File: src/rtl/result_drain.sv
// Drains the result/pass serializers of a systolic tile: one load strobe, then one shift per
// accepted column beat. Optional sticky overrun flag behind RESULT_DRAIN_OVERRUN_EN.
module result_drain #(
    parameter int SIZE       = 32,
    parameter int DATA_WIDTH = 16
) (
    input  logic                         clk,
    input  logic                         rst_n,
    input  logic                         start,
    output logic                         busy,
    output logic                         pass_w_enable,
    output logic                         pass_r_enable,
    input  logic [SIZE*DATA_WIDTH-1:0]   result_matrix_serial,
    input  logic [DATA_WIDTH-1:0]        result_diagonal_serial,
    output logic                         o_valid,
    input  logic                         o_ready,
    output logic [SIZE*DATA_WIDTH-1:0]   o_column,
    output logic [DATA_WIDTH-1:0]        o_diag,
    output logic [$clog2(SIZE)-1:0]      o_col_idx,
    output logic                         o_last,
    output logic [1:0]                   dbg_state_o
`ifdef RESULT_DRAIN_OVERRUN_EN
    ,
    output logic                         overrun
`endif
);

    localparam int IDX_W = $clog2(SIZE);
    localparam int CNT_W = $clog2(SIZE + 1);
    localparam logic [CNT_W-1:0] CNT_MAX = CNT_W'(SIZE);
    localparam logic [CNT_W-1:0] CNT_ONE = CNT_W'(1);

    typedef enum logic [1:0] {
        S_IDLE  = 2'd0,
        S_LOAD  = 2'd1,
        S_DRAIN = 2'd2
    } state_t;

    state_t                       state_q, state_d;
    logic [CNT_W-1:0]             count_q, count_d;
    logic                         pass_w_q, pass_w_d;
    logic                         valid_q, valid_d;
    logic [SIZE*DATA_WIDTH-1:0]   column_q, column_d;
    logic [DATA_WIDTH-1:0]        diag_q, diag_d;
    logic [IDX_W-1:0]             idx_q, idx_d;
    logic                         last_q, last_d;
    logic                         capture;
    logic                         drain_done;

    // Handshake: a beat transfers on a rising edge where o_valid && o_ready; o_* hold while
    // o_valid && !o_ready. The serializer shifts on exactly the edge that captures its head.
    always_comb begin
        state_d    = state_q;
        count_d    = count_q;
        capture    = 1'b0;
        drain_done = 1'b0;
        case (state_q)
            S_IDLE: begin
                if (start) state_d = S_LOAD;
            end
            S_LOAD: begin
                state_d = S_DRAIN;
            end
            S_DRAIN: begin
                capture    = (count_q < CNT_MAX) && (!valid_q || o_ready);
                drain_done = (count_q == CNT_MAX) && (!valid_q || o_ready);
                if (capture) count_d = count_q + CNT_ONE;
                // A start landing on the final accept chains straight into the next tile.
                if (drain_done) begin
                    count_d = '0;
                    state_d = start ? S_LOAD : S_IDLE;
                end
            end
            default: begin
                state_d = S_IDLE;
                count_d = '0;
            end
        endcase
    end

    always_comb begin
        pass_w_d = (state_d == S_LOAD);
        valid_d  = valid_q;
        column_d = column_q;
        diag_d   = diag_q;
        idx_d    = idx_q;
        last_d   = last_q;
        if (capture) begin
            valid_d  = 1'b1;
            column_d = result_matrix_serial;
            diag_d   = result_diagonal_serial;
            // Serializers emit the highest column first, so indices count down.
            idx_d    = IDX_W'(CNT_MAX - CNT_ONE - count_q);
            last_d   = (count_q == CNT_MAX - CNT_ONE);
        end else if (valid_q && o_ready) begin
            valid_d = 1'b0;
        end
    end

    always_ff @(posedge clk or negedge rst_n) begin
        if (!rst_n) begin
            state_q  <= S_IDLE;
            count_q  <= '0;
            pass_w_q <= 1'b0;
            valid_q  <= 1'b0;
            column_q <= '0;
            diag_q   <= '0;
            idx_q    <= '0;
            last_q   <= 1'b0;
        end else begin
            state_q  <= state_d;
            count_q  <= count_d;
            pass_w_q <= pass_w_d;
            valid_q  <= valid_d;
            column_q <= column_d;
            diag_q   <= diag_d;
            idx_q    <= idx_d;
            last_q   <= last_d;
        end
    end

`ifdef RESULT_DRAIN_OVERRUN_EN
    logic overrun_q, overrun_d;

    always_comb begin
        overrun_d = overrun_q | (start && (state_q != S_IDLE) && !drain_done);
    end

    always_ff @(posedge clk or negedge rst_n) begin
        if (!rst_n) overrun_q <= 1'b0;
        else        overrun_q <= overrun_d;
    end

    assign overrun = overrun_q;
`endif

    assign busy          = (state_q != S_IDLE);
    assign pass_w_enable = pass_w_q;
    assign pass_r_enable = capture;
    assign o_valid       = valid_q;
    assign o_column      = column_q;
    assign o_diag        = diag_q;
    assign o_col_idx     = idx_q;
    assign o_last        = last_q;
    assign dbg_state_o   = state_q;

endmodule

File: config.mk
export PLATFORM = sky130hd
export DESIGN_NAME = result_drain
export DESIGN_NICKNAME = d
export VERILOG_FILES = /design/src/rtl/result_drain.sv
export SDC_FILE = /design/constraint.sdc
export NUM_CORES = 1
export LEC_CHECK = 0
export BUFFER_PORTS_ARGS = -buffer_cell sky130_fd_sc_hd__buf_2
export CAP_MARGIN = 20
export CORE_AREA = 3 3 419 421
export DETAILED_ROUTE_END_ITERATION = 10
export DIE_AREA = 0 0 422 424
export GPL_TIMING_DRIVEN = 0
export PLACE_DENSITY = 0.3
export SLEW_MARGIN = 20
export SYNTH_ARGS = -nofsm -noshare
export SYNTH_HDL_FRONTEND = slang
export SYNTH_SLANG_ARGS = --single-unit
File: constraint.sdc
create_clock -name clk -period 1.85 [get_ports clk]
set_input_delay 0.0925 -clock clk [delete_from_list [all_inputs] [get_ports clk]]
set_output_delay 0.0925 -clock clk [all_outputs]
set_load 0.01 [all_outputs]
# Yosys cells after proc, flatten, opt, wreduce, memory -nomap -nowiden
# Index checks and enable logic that the tools add are counted.
[word_totals] ff_bits=544 latch_bits=0 mem_bits_rw=0 romBits=0 inputBits=532 word_cells=38 mem_count=0
[op_classes] addsub=2 multipliers=0 n_div=0 magnitude_cmp=1 eq_ne=6 n_shift=0 n_mux=10 bitwise_logic=1 reduce_logical=10
[ops] op="6-bit two-way mux" count=2
[ops] op="6-bit case mux with 2 select lines" count=1
[ops] op="6-bit by 1-bit adder with 6-bit output, second input constant" count=1
[ops] op="6-bit by 5-bit == test with 1-bit output, second input constant" count=1
[ops] op="6-bit == test, second input constant" count=1
[ops] op="6-bit < comparator, second input constant" count=1
[ops] op="2-bit case mux with 3 select lines" count=1
[ops] op="5-bit subtractor, first input constant" count=1
[ops] op="2-bit by 1-bit == test with 1-bit output, second input constant" count=2
[ops] op="1-bit two-way mux" count=4
[ops] op="2-bit two-way mux" count=2
[ops] op="2-bit nonzero test" count=2
[ops] op="1-bit logical AND" count=3
[ops] op="3-bit != test, second input constant" count=1
[ops] op="2-bit == test, second input constant" count=1
[ops] op="2-bit zero test" count=1
[ops] op="2-bit AND reduction" count=1
[ops] op="2-bit OR reduction" count=1
[ops] op="1-bit zero test" count=1
[ops] op="1-bit logical OR" count=1
[ops] op="1-bit inverter" count=1

# Depth between registers and ports, before layout
# Gate-level depths: netlist of the first run.
[logic_depth] ltp_word=6 ltp_mapped=8 depth_no_buf=5

# Worst setup path after synthesis of the first run
# No wires, ideal clock.
[synth_path] path_type="register -> register" start="register count_q[3]" end="register count_q[5]" setup_time_ns=0.120 arrival_ns=1.613 required_time_ns=1.730 slack_ns=0.117 path_stages_with_launch=5 path_buffers=0 path_cell_list="dfrtp_1 or4_4 o41ai_4 a21oi_2 a31o_1"
[synth_between] elab_chain_len=4 word_cells_on_any_way=10 classes_between="add/sub: 1; order compare: 1; eq/ne: 2; mux: 3; reduce/logical: 3"
[synth_lines] element="start: declaration" line="40" text="logic [CNT_W-1:0] count_q, count_d;"
[synth_lines] element="start signal: assignment" line="112" text="count_q <= count_d;"
[synth_lines] element="6-bit by 1-bit adder with 6-bit output, or another cell as far along" line="67" text="if (capture) count_d = count_q + CNT_ONE;"
[synth_lines] element="6-bit two-way mux, or another cell as far along" line="67"
[synth_lines] element="6-bit two-way mux or 3-bit != test (tied branches)"
[synth_lines] element="6-bit case mux with 2 select lines or 2-bit AND reduction (tied branches)"
# Several ways; a longest one is shown, not always the timed one. The select of a mux whose other input is x is not followed.
# A chain may end at the register's enable or synchronous reset.

# Worst setup path in the final report of the first run
[layout_path] start="register state_q[1], in the netlist dbg_state_o[1]" end="output port pass_r_enable"
[layout_between] elab_chain_len=2
[layout_lines] element="start: declaration" line="39" text="state_t state_q, state_d;"
[layout_lines] element="start signal: assignment" line="111" text="state_q <= state_d;"
[layout_lines] element="2-bit == test" line="57" text="case (state_q)"
[layout_lines] element="1-bit two-way mux" line="57"
[layout_lines] element="end: declaration" line="12" text="output logic pass_r_enable,"
# Every way passes these cells.

==> report_table.html, run 1 <==
<table>
<tr><th>Metric</th><th>Value</th></tr>
<tr><th colspan="2">Timing</th></tr>
<tr><td>Fmax achieved</td><td>a little over 0.5 GHz</td></tr>
<tr><td>Worst-case headroom to the max-slew limit</td><td>~64%</td></tr>
<tr><td>Unrepaired setup endpoints after global routing</td><td>yes</td></tr>
<tr><td>Fin crit share</td><td>105.2%</td></tr>
<tr><td>Number of hold violations in the final report</td><td>roughly 210</td></tr>
<tr><td>Transition time of the tightest slew-check pin</td><td>~530 ps</td></tr>
<tr><td>Slew Viols, Final</td><td>0</td></tr>
<tr><td>Worst-case clock skew</td><td>35.04 ps</td></tr>
<tr><td>Worst hold margin</td><td>-147.4 ps</td></tr>
<tr><td>Count of final setup violators</td><td>1</td></tr>
<tr><td>Worst Setup Slack, final</td><td>-97.07 ps</td></tr>
<tr><td>Clock period minus worst slack</td><td>1947 ps</td></tr>
<tr><th colspan="2">Final layout</th></tr>
<tr><td>Share of post-route cells with drive strength above 1</td><td>approximately a third</td></tr>
<tr><td>Final cell count without fillers</td><td>between 6000 and 7000</td></tr>
<tr><td>Highest-count cells in the layout ignoring fill and taps</td><td>1568 x sky130_fd_sc_hd__nand2_1, 1082 x sky130_fd_sc_hd__buf_2, 541 x sky130_fd_sc_hd__dfrtp_1, 531 x sky130_fd_sc_hd__dlygate4sd3_1, 81 x sky130_fd_sc_hd__clkbuf_16</td></tr>
<tr><td>Layout overhead on the synthesized area</td><td>85.07%</td></tr>
<tr><td>Most frequent standard cell in the layout excluding fill and tap cells</td><td>sky130_fd_sc_hd__nand2_1</td></tr>
<tr><td>Number of nets at the end of the flow</td><td>~4600</td></tr>
<tr><td>Cell area after layout</td><td>37760 sq um</td></tr>
<tr><th colspan="2">Placed design</th></tr>
<tr><td>Worst-case setup slack after placement</td><td>-1408 ps</td></tr>
<tr><td>Total of buffers placed on input and output ports</td><td>roughly 1100</td></tr>
<tr><td>Total cell area at the placement stage</td><td>just under 30000 sq um</td></tr>
<tr><td>Total placed cells including tap cells</td><td>approximately 5700</td></tr>
<tr><td>Detailed-placement wirelength estimate</td><td>between 80000 and 90000 um</td></tr>
<tr><td>Routability-driven placement congestion ratio</td><td>around 0.83</td></tr>
<tr><th colspan="2">Outcome</th></tr>
<tr><td>Status</td><td>finished, violations left</td></tr>
<tr><td>Violated checks</td><td>negative hold slack, negative setup slack</td></tr>
<tr><th colspan="2">Global route</th></tr>
<tr><td>Total congestion overflow after global routing</td><td>0</td></tr>
<tr><td>Wire length of the first global-routing pass</td><td>163200 um</td></tr>
<tr><td>Global Route Usage Sum</td><td>between 10% and 20%</td></tr>
<tr><td>Antenna violations before repair</td><td>8</td></tr>
<tr><td>Pin count of the biggest net entering global routing</td><td>85</td></tr>
<tr><td>Number of global-route vias before repair</td><td>between 20000 and 25000</td></tr>
<tr><th colspan="2">Setup path</th></tr>
<tr><td>Sequence of cells on the critical path</td><td>and2b_2 &gt; nand3_4 &gt; inv_4 &gt; buf_12 &gt; clkbuf_16 &gt; buf_8</td></tr>
<tr><td>Startpoint types</td><td>register</td></tr>
<tr><td>Number of cells traversed by the worst register-to-register path</td><td>8</td></tr>
<tr><td>Path type of the worst setup path</td><td>register to output pin</td></tr>
<tr><td>Data arrival at the endpoint of the critical path</td><td>around 1900 ps</td></tr>
<tr><td>Cell at the slowest stage of the critical path</td><td>sky130_fd_sc_hd__dfrtp_1</td></tr>
<tr><td>Required time reported for the critical path endpoint</td><td>roughly 1800 ps</td></tr>
<tr><td>Maximum fanout count along the critical path</td><td>4</td></tr>
<tr><td>Element type at the critical path end</td><td>output pin</td></tr>
<tr><td>Peak per-stage delay on the critical path</td><td>between 300 and 400 ps</td></tr>
<tr><th colspan="2">Drt</th></tr>
<tr><td>Total number of vias</td><td>21304</td></tr>
<tr><td>Number of remaining DRC errors</td><td>0</td></tr>
<tr><td>Initial DRT Pass Iterations</td><td>6</td></tr>
<tr><td>Initial DRC count</td><td>between 1000 and 1500</td></tr>
<tr><td>Total detailed-routing wirelength</td><td>113700 um</td></tr>
<tr><td>Post-DRT Antenna Nets</td><td>0</td></tr>
<tr><td>Mean number of vias per cell</td><td>~3.3</td></tr>
<tr><td>Avg WL per Cell</td><td>17.79 um</td></tr>
<tr><th colspan="2">Synthesis</th></tr>
<tr><td>Number of distinct library cells after synthesis</td><td>28</td></tr>
<tr><td>Post-Syn Instances</td><td>around 2300</td></tr>
<tr><td>Summed instance area of the synthesized netlist</td><td>20400 sq um</td></tr>
<tr><td>Syn. warnings</td><td>0</td></tr>
<tr><td>Mapped Avg Cell Area</td><td>8.859 sq um</td></tr>
<tr><td>Adder-cell share of the synthesized area</td><td>0.06133%</td></tr>
<tr><td>Number of synthesized register bits</td><td>between 500 and 600</td></tr>
<tr><td>Xor and xnor area share after synthesis</td><td>0%</td></tr>
<tr><td>Sequential element share of the synthesized area</td><td>around two thirds</td></tr>
<tr><td>Dominant register cell in the synthesized netlist</td><td>sky130_fd_sc_hd__dfrtp_1</td></tr>
<tr><td>Count of flip-flops with a built-in enable after synthesis</td><td>0</td></tr>
<tr><td>Synthesized net count</td><td>2836</td></tr>
<tr><td>Combinational family with the most area after synthesis</td><td>simple AND/OR/NAND/NOR gates</td></tr>
<tr><td>Area share of and/or/nand/nor cells after synthesis</td><td>~30%</td></tr>
<tr><td>Compound-gate portion of the synthesized area</td><td>less than 1%</td></tr>
<tr><td>Async set-reset flop share out of synthesis</td><td>100.0%</td></tr>
<tr><td>Mux contribution to synthesized area</td><td>0%</td></tr>
<tr><th colspan="2">Floorplan</th></tr>
<tr><td>Starting density of the core</td><td>between 10% and 20%</td></tr>
<tr><td>Std-Cell Rows</td><td>about 150</td></tr>
<tr><td>Die Footprint</td><td>178900 sq um</td></tr>
<tr><td>Die boundary width</td><td>between 400 and 500 um</td></tr>
<tr><td>Top-level I/O count</td><td>between 1000 and 1500</td></tr>
<tr><td>Placeable core region</td><td>between 150000 and 200000 sq um</td></tr>
<tr><td>Vertical extent of the die</td><td>~420 um</td></tr>
<tr><th colspan="2">CTS</th></tr>
<tr><td>Sinks on the clock net</td><td>about 540</td></tr>
<tr><td>Clock-pin slew of the registers on the worst-case setup and hold paths</td><td>60 ps</td></tr>
<tr><td>Root Buffer Master</td><td>sky130_fd_sc_hd__clkbuf_16</td></tr>
<tr><td>Max H-tree Level</td><td>3</td></tr>
<tr><td>Buffer depth of the longest clock path</td><td>3</td></tr>
<tr><td>Number of buffers inserted during clock tree synthesis</td><td>76</td></tr>
<tr><td>TritonCTS clock tree</td><td>yes</td></tr>
<tr><td>Skew-Pair Late Insertion Delay</td><td>between 600 and 700 ps</td></tr>
<tr><td>Hold-fix buffer count after cts</td><td>around 540</td></tr>
<tr><th colspan="2">Worst hold path</th></tr>
<tr><td>Min-Delay Path Class</td><td>input port to asynchronous set/reset pin</td></tr>
<tr><th colspan="2">Pwr</th></tr>
<tr><td>LEAKAGE</td><td>21.66 nW</td></tr>
<tr><td>Sum of internal, switching and leakage power</td><td>~28 mW</td></tr>
<tr><td>Power Dens Cells</td><td>roughly 750 nW/um^2</td></tr>
<tr><td>Peak supply drop</td><td>between 0.0005 and 0.0006 V</td></tr>
<tr><th colspan="2">Job</th></tr>
<tr><td>Count of max-cap constraint violations</td><td>0</td></tr>
</table>
cells in the mapped netlist, types with 2 or more instances:
| cell type | n | area, sq um |
|---|---|---|
| sky130_fd_sc_hd__nor2_1 | 2 | 7.510 |
| sky130_fd_sc_hd__a21oi_1 | 3 | 15.01 |
| sky130_fd_sc_hd__nand2b_1 | 3 | 18.77 |
| sky130_fd_sc_hd__inv_1 | 6 | 22.52 |
| sky130_fd_sc_hd__buf_2 | 47 | 235.2 |
| sky130_fd_sc_hd__o211a_1 | 2 | 20.02 |
| sky130_fd_sc_hd__dfrtp_1 | 544 | 13610 |
| sky130_fd_sc_hd__buf_1 | 6 | 22.52 |
| sky130_fd_sc_hd__o21ai_0 | 9 | 45.04 |
| sky130_fd_sc_hd__clkbuf_1 | 66 | 247.7 |
| sky130_fd_sc_hd__nand2_1 | 1594 | 5983 |
| sky130_fd_sc_hd__nand3_1 | 4 | 20.02 |
| sky130_fd_sc_hd__nand4_1 | 2 | 12.51 |
final timing paths:
path / from / endpoint / slack [ps]
min in group clk: result_matrix_serial[204] / o_column[204] / 160
max reg2reg: dbg_state_o[0] / o_column[430] / 0
min: rst_n / o_column[143] / -150
max in group asynchronous: rst_n / o_column[369] / 330
max: dbg_state_o[1] / pass_r_enable / -100
min reg2reg: o_column[191] / o_column[191] / 460
layout make-up:
class,count,area (sq um)
plain buffers,119,1067
multi-input cells,1633,6381
well taps,2310,2890
inverters,6,25.02
fillers,19271,134000
flip-flops and latches,544,13620
repair buffers,1640,11330
clock buffers,117,2227
clock inverters,18,212.7
diodes,3,7.507
power breakdown:
part	switching [mW]	leakage [nW]	internal, mW
Sequential	0	7.58	11.9
Clock	5.96	1.20	8.70
Combinational	0.718	12.9	1.22
Total	6.67	21.7	21.8
metal layers:
layer / global-route usage, % / wire length (um) / vias to the layer above
met5: 0 / 27 / -
met4: 6.176 / 5487 / 4
met3: 3.418 / 7278 / 185
met2: 21.13 / 55680 / 696
met1: 14.23 / 45200 / 9995
li1: - / - / 10424
stage by stage:
| stage | utilization, % | TNS (ps) |
|---|---|---|
| finish | 21.99 | -97.07 |
| global route | 21.98 | -8314 |
| CTS | 21.60 | -35750 |
| detailed placement | 16.80 | -572870 |
| global placement | 16.68 | -7600820 |
| floorplan | - | 0 |
timing repair:
item / 4_1_cts / 5_1_grt
gates resized for setup: 118 / 248
hold endpoints to repair: 791 / 208
endpoints found under the setup margin: 542 / 511
pin swaps: 1 / 15
buffers inserted: 10 / 13
cloned: 0 / 3
critical path: cells and delay by family, from the launching register on:
kind                   cells  cell delay (ps)
buffers and inverters      4              440
flip-flops                 1              390
AND/OR/NAND/NOR            2              350
logic make-up (layout without fill, tap and decap cells):
logic type / Yosys count / in the layout
AND/OR/NAND/NOR: 1611 / 1611
flip-flops: 544 / 544
buffers and inverters: 126 / 1900
AO/OA/AOI/OAI: 21 / 21
adder cells (fa/ha/maj): 1 / 1
other: 0 / 3
registers in the layout (all words and copies together), names as in the netlist:
name and cells:
count_q 6, dbg_state_o 2, o_col_idx 5, o_column 512, o_diag 16, o_last 1, o_valid 1, pass_w_enable 1
Power figures use the tool's default switching activity.
==> run 2, diff against run 1 <==
--- a/config.mk
+++ b/config.mk
@@ -7,9 +7,10 @@
 export LEC_CHECK = 0
 export BUFFER_PORTS_ARGS = -buffer_cell sky130_fd_sc_hd__buf_2
 export CAP_MARGIN = 20
-export CORE_AREA = 3 3 419 421
+export CORE_AREA = 3 3 415 417
+export CTS_BUF_LIST = sky130_fd_sc_hd__clkbuf_8
 export DETAILED_ROUTE_END_ITERATION = 10
-export DIE_AREA = 0 0 422 424
+export DIE_AREA = 0 0 418 420
 export GPL_TIMING_DRIVEN = 0
 export PLACE_DENSITY = 0.3
 export SLEW_MARGIN = 20
==> run 2 against run 1 <==
The flow finishes with violations (negative setup slack); combinational power rose by 42%; routed wire length rose by 4.7%; non-clock buffer count rose by 503; core utilization rose by 2.8 points; sequential power barely moved; count of clock-buffer cells in the layout rose by 16.
==> report_table.html, run 2 (synthesized netlist as in run 1, its figures left out) <==
<table>
<tr><th>Metric</th><th>Value</th></tr>
<tr><th colspan="2">CTS</th></tr>
<tr><td>Root Buffer Master</td><td>sky130_fd_sc_hd__clkbuf_8</td></tr>
<tr><td>Number of buffers inserted during clock tree synthesis</td><td>roughly 110</td></tr>
<tr><td>Clock-pin slew of the registers on the worst-case setup and hold paths</td><td>about 50 ps</td></tr>
<tr><td>TritonCTS clock tree</td><td>yes</td></tr>
<tr><td>Max H-tree Level</td><td>3</td></tr>
<tr><td>Skew-Pair Late Insertion Delay</td><td>slightly above 800 ps</td></tr>
<tr><td>Sinks on the clock net</td><td>around 540</td></tr>
<tr><td>Buffer depth of the longest clock path</td><td>3</td></tr>
<tr><th colspan="2">Drt</th></tr>
<tr><td>Total number of vias</td><td>around 24000</td></tr>
<tr><td>Total detailed-routing wirelength</td><td>around 120000 um</td></tr>
<tr><td>Initial DRC count</td><td>885</td></tr>
<tr><td>Avg WL per Cell</td><td>around 17 um</td></tr>
<tr><td>Post-DRT Antenna Nets</td><td>0</td></tr>
<tr><td>Initial DRT Pass Iterations</td><td>5</td></tr>
<tr><td>Number of remaining DRC errors</td><td>0</td></tr>
<tr><td>Mean number of vias per cell</td><td>roughly 3.4</td></tr>
<tr><th colspan="2">Worst hold path</th></tr>
<tr><td>Start point of the worst hold path</td><td>result_matrix_serial[506]</td></tr>
<tr><td>Min-Delay Path Class</td><td>input port to register</td></tr>
<tr><td>Min-Delay Path Depth</td><td>4</td></tr>
<tr><td>WHS Endpoint</td><td>o_column[506]</td></tr>
<tr><th colspan="2">Final layout</th></tr>
<tr><td>Max reg flops</td><td>about 500</td></tr>
<tr><td>Area occupied by multi-input gates</td><td>roughly 6300 sq um</td></tr>
<tr><td>Final cell count without fillers</td><td>6867</td></tr>
<tr><td>Most frequent standard cell in the layout excluding fill and tap cells</td><td>sky130_fd_sc_hd__nand2_1</td></tr>
<tr><td>Number of nets at the end of the flow</td><td>5093</td></tr>
<tr><td>Layout overhead on the synthesized area</td><td>105.1%</td></tr>
<tr><td>Highest-count cells in the layout ignoring fill and taps</td><td>1593 x sky130_fd_sc_hd__nand2_1, 1097 x sky130_fd_sc_hd__buf_2, 1056 x sky130_fd_sc_hd__dlygate4sd3_1, 544 x sky130_fd_sc_hd__dfrtp_1, 133 x sky130_fd_sc_hd__clkbuf_8</td></tr>
<tr><td>Sequential Area</td><td>around 14000 sq um</td></tr>
<tr><td>Number of filler cells placed in the layout</td><td>18798</td></tr>
<tr><td>Share of post-route cells with drive strength above 1</td><td>29.20%</td></tr>
<tr><td>Fraction of the core area covered by cells at the end of the flow</td><td>24.74%</td></tr>
<tr><td>Cell area after layout</td><td>around 42000 sq um</td></tr>
<tr><th colspan="2">Pwr</th></tr>
<tr><td>Power Dens Cells</td><td>656.8 nW/um^2</td></tr>
<tr><td>LEAKAGE</td><td>approximately 24 nW</td></tr>
<tr><td>Peak supply drop</td><td>~0.00049 V</td></tr>
<tr><th colspan="2">Placed design</th></tr>
<tr><td>Total of buffers placed on input and output ports</td><td>around 1100</td></tr>
<tr><td>Detailed-placement wirelength estimate</td><td>89990 um</td></tr>
<tr><td>Worst-case setup slack after placement</td><td>-1048 ps</td></tr>
<tr><td>Total placed cells including tap cells</td><td>~5600</td></tr>
<tr><td>Routability-driven placement congestion ratio</td><td>a little over 0.8</td></tr>
<tr><td>Total cell area at the placement stage</td><td>approximately 29000 sq um</td></tr>
<tr><th colspan="2">Setup path</th></tr>
<tr><td>Maximum fanout count along the critical path</td><td>3</td></tr>
<tr><td>Startpoint types</td><td>register</td></tr>
<tr><td>Data arrival at the endpoint of the critical path</td><td>between 1500 and 2000 ps</td></tr>
<tr><td>FF-to-FF setup slack</td><td>-130 ps</td></tr>
<tr><td>Number of cells traversed by the worst register-to-register path</td><td>4</td></tr>
<tr><td>Path type of the worst setup path</td><td>register to output pin</td></tr>
<tr><td>Element type at the critical path end</td><td>output pin</td></tr>
<tr><td>Required time reported for the critical path endpoint</td><td>approximately 1800 ps</td></tr>
<tr><td>Critical path origin</td><td>dbg_state_o[0]</td></tr>
<tr><td>Startpoint of the worst-slack reg-to-reg timing path</td><td>count_q[3]</td></tr>
<tr><td>Endpoint of the worst-slack reg-to-reg timing path</td><td>count_q[5]</td></tr>
<tr><th colspan="2">Global route</th></tr>
<tr><td>Global Route Usage Sum</td><td>a little over an eighth</td></tr>
<tr><td>Antenna violations before repair</td><td>17</td></tr>
<tr><td>Wire length of the first global-routing pass</td><td>about 170000 um</td></tr>
<tr><td>Pin count of the biggest net entering global routing</td><td>80</td></tr>
<tr><td>Total congestion overflow after global routing</td><td>0</td></tr>
<tr><td>Number of global-route vias before repair</td><td>about 25000</td></tr>
<tr><th colspan="2">Timing</th></tr>
<tr><td>Worst hold margin</td><td>about 160 ps</td></tr>
<tr><td>Slew Viols, Final</td><td>0</td></tr>
<tr><td>Fin crit share</td><td>112.8%</td></tr>
<tr><td>Number of hold violations in the final report</td><td>0</td></tr>
<tr><td>Worst Setup Slack, final</td><td>-236.2 ps</td></tr>
<tr><td>Unrepaired setup endpoints after global routing</td><td>yes</td></tr>
<tr><td>Worst-case headroom to the max-slew limit</td><td>58.82%</td></tr>
<tr><td>Count of final setup violators</td><td>about 240</td></tr>
<tr><td>Clock period minus worst slack</td><td>around 2100 ps</td></tr>
<tr><td>Transition time of the tightest slew-check pin</td><td>slightly above 600 ps</td></tr>
<tr><td>Fmax achieved</td><td>approximately 0.48 GHz</td></tr>
<tr><td>Worst-case clock skew</td><td>21.04 ps</td></tr>
<tr><th colspan="2">Floorplan</th></tr>
<tr><td>Vertical extent of the die</td><td>420 um</td></tr>
<tr><td>Starting density of the core</td><td>roughly 12%</td></tr>
<tr><td>Die boundary width</td><td>about 420 um</td></tr>
<tr><td>Placeable core region</td><td>169100 sq um</td></tr>
<tr><td>Top-level I/O count</td><td>about 1100</td></tr>
<tr><td>Die Footprint</td><td>around 180000 sq um</td></tr>
<tr><td>Std-Cell Rows</td><td>between 150 and 200</td></tr>
<tr><th colspan="2">Outcome</th></tr>
<tr><td>Status</td><td>finished, violations left</td></tr>
<tr><td>Violated checks</td><td>negative setup slack</td></tr>
<tr><th colspan="2">Job</th></tr>
<tr><td>Count of max-cap constraint violations</td><td>0</td></tr>
</table>
==> run 2: cell count changes in the layout (fill, tap and decap cells not counted), sizes merged <==
cell and change:
diode +9, clkbuf +42, bufinv -1, dlygate4sd3 +525, clkinvlp +4, buf -48
inv +38
==> run 2: per-stage QoR <==
| step | power [mW] | TNS [ps] |
|---|---|---|
| floorplan | 12.13 | 0 |
| global placement | 13.02 | -7492700 |
| detailed placement | 13.06 | -404930 |
| CTS | 28.40 | -105670 |
| global route | 28.99 | -87670 |
| finish | 27.48 | -13460 |
==> run 2: final cells by class <==
type                            instances  area share (%)
Multi-Input combinational cell       1633           14.99
Timing Repair Buffer                 2142           38.77
Buffer                                120           1.750
Antenna cell                           12         0.07177
Tap cell                             2218           6.633
Clock inverter                         59          0.8134
Sequential cell                       544           32.54
Clock buffer                          133           4.375
Inverter                                6         0.05981
==> run 2: worst max-delay path, stage by stage (launching register included) <==
cell and delay [ps]:
sky130_fd_sc_hd__dfrtp_1 380, sky130_fd_sc_hd__and2b_2 240, sky130_fd_sc_hd__nand3_4 120, sky130_fd_sc_hd__inv_4 90
sky130_fd_sc_hd__buf_12 110, sky130_fd_sc_hd__clkbuf_16 130, sky130_fd_sc_hd__buf_6 100
==> run 2: per-layer routing <==
| layer | track usage (%) | vias up | routed length [um] |
|---|---|---|---|
| met5 | 0 | - | 51 |
| met4 | 6.209 | 8 | 5206 |
| met3 | 3.639 | 210 | 7322 |
| met2 | 22.50 | 700 | 58680 |
| met1 | 15.21 | 11108 | 47730 |
| li1 | - | 11509 | - |
==> run 2: worst max path at each step <==
| stage | to | slack [ps] | cells past startpoint |
|---|---|---|---|
| floorplan | count_q[5] | 120 | 4 |
| global placement | o_column[46] | -13180 | 1 |
| detailed placement | o_diag[9] | -1050 | 7 |
| CTS | pass_r_enable | -530 | 6 |
| global route | pass_r_enable | -460 | 6 |
| finish | pass_r_enable | -240 | 6 |
==> run 2: power breakdown <==
group          total, mW  internal, mW  switching (mW)  leakage [nW]
Sequential          11.9          11.9               0          7.58
Clock               12.8          6.76            6.08          1.25
Combinational       2.74          1.91           0.828          14.7
Total               27.5          20.6            6.90          23.6
==> run 2: timing repair <==
item	4_1_cts	5_1_grt
setup buffers	6	1
hold buffers	1057	0
hold endpoints to repair	820	0
resized for setup	85	42
setup endpoints to repair	545	528
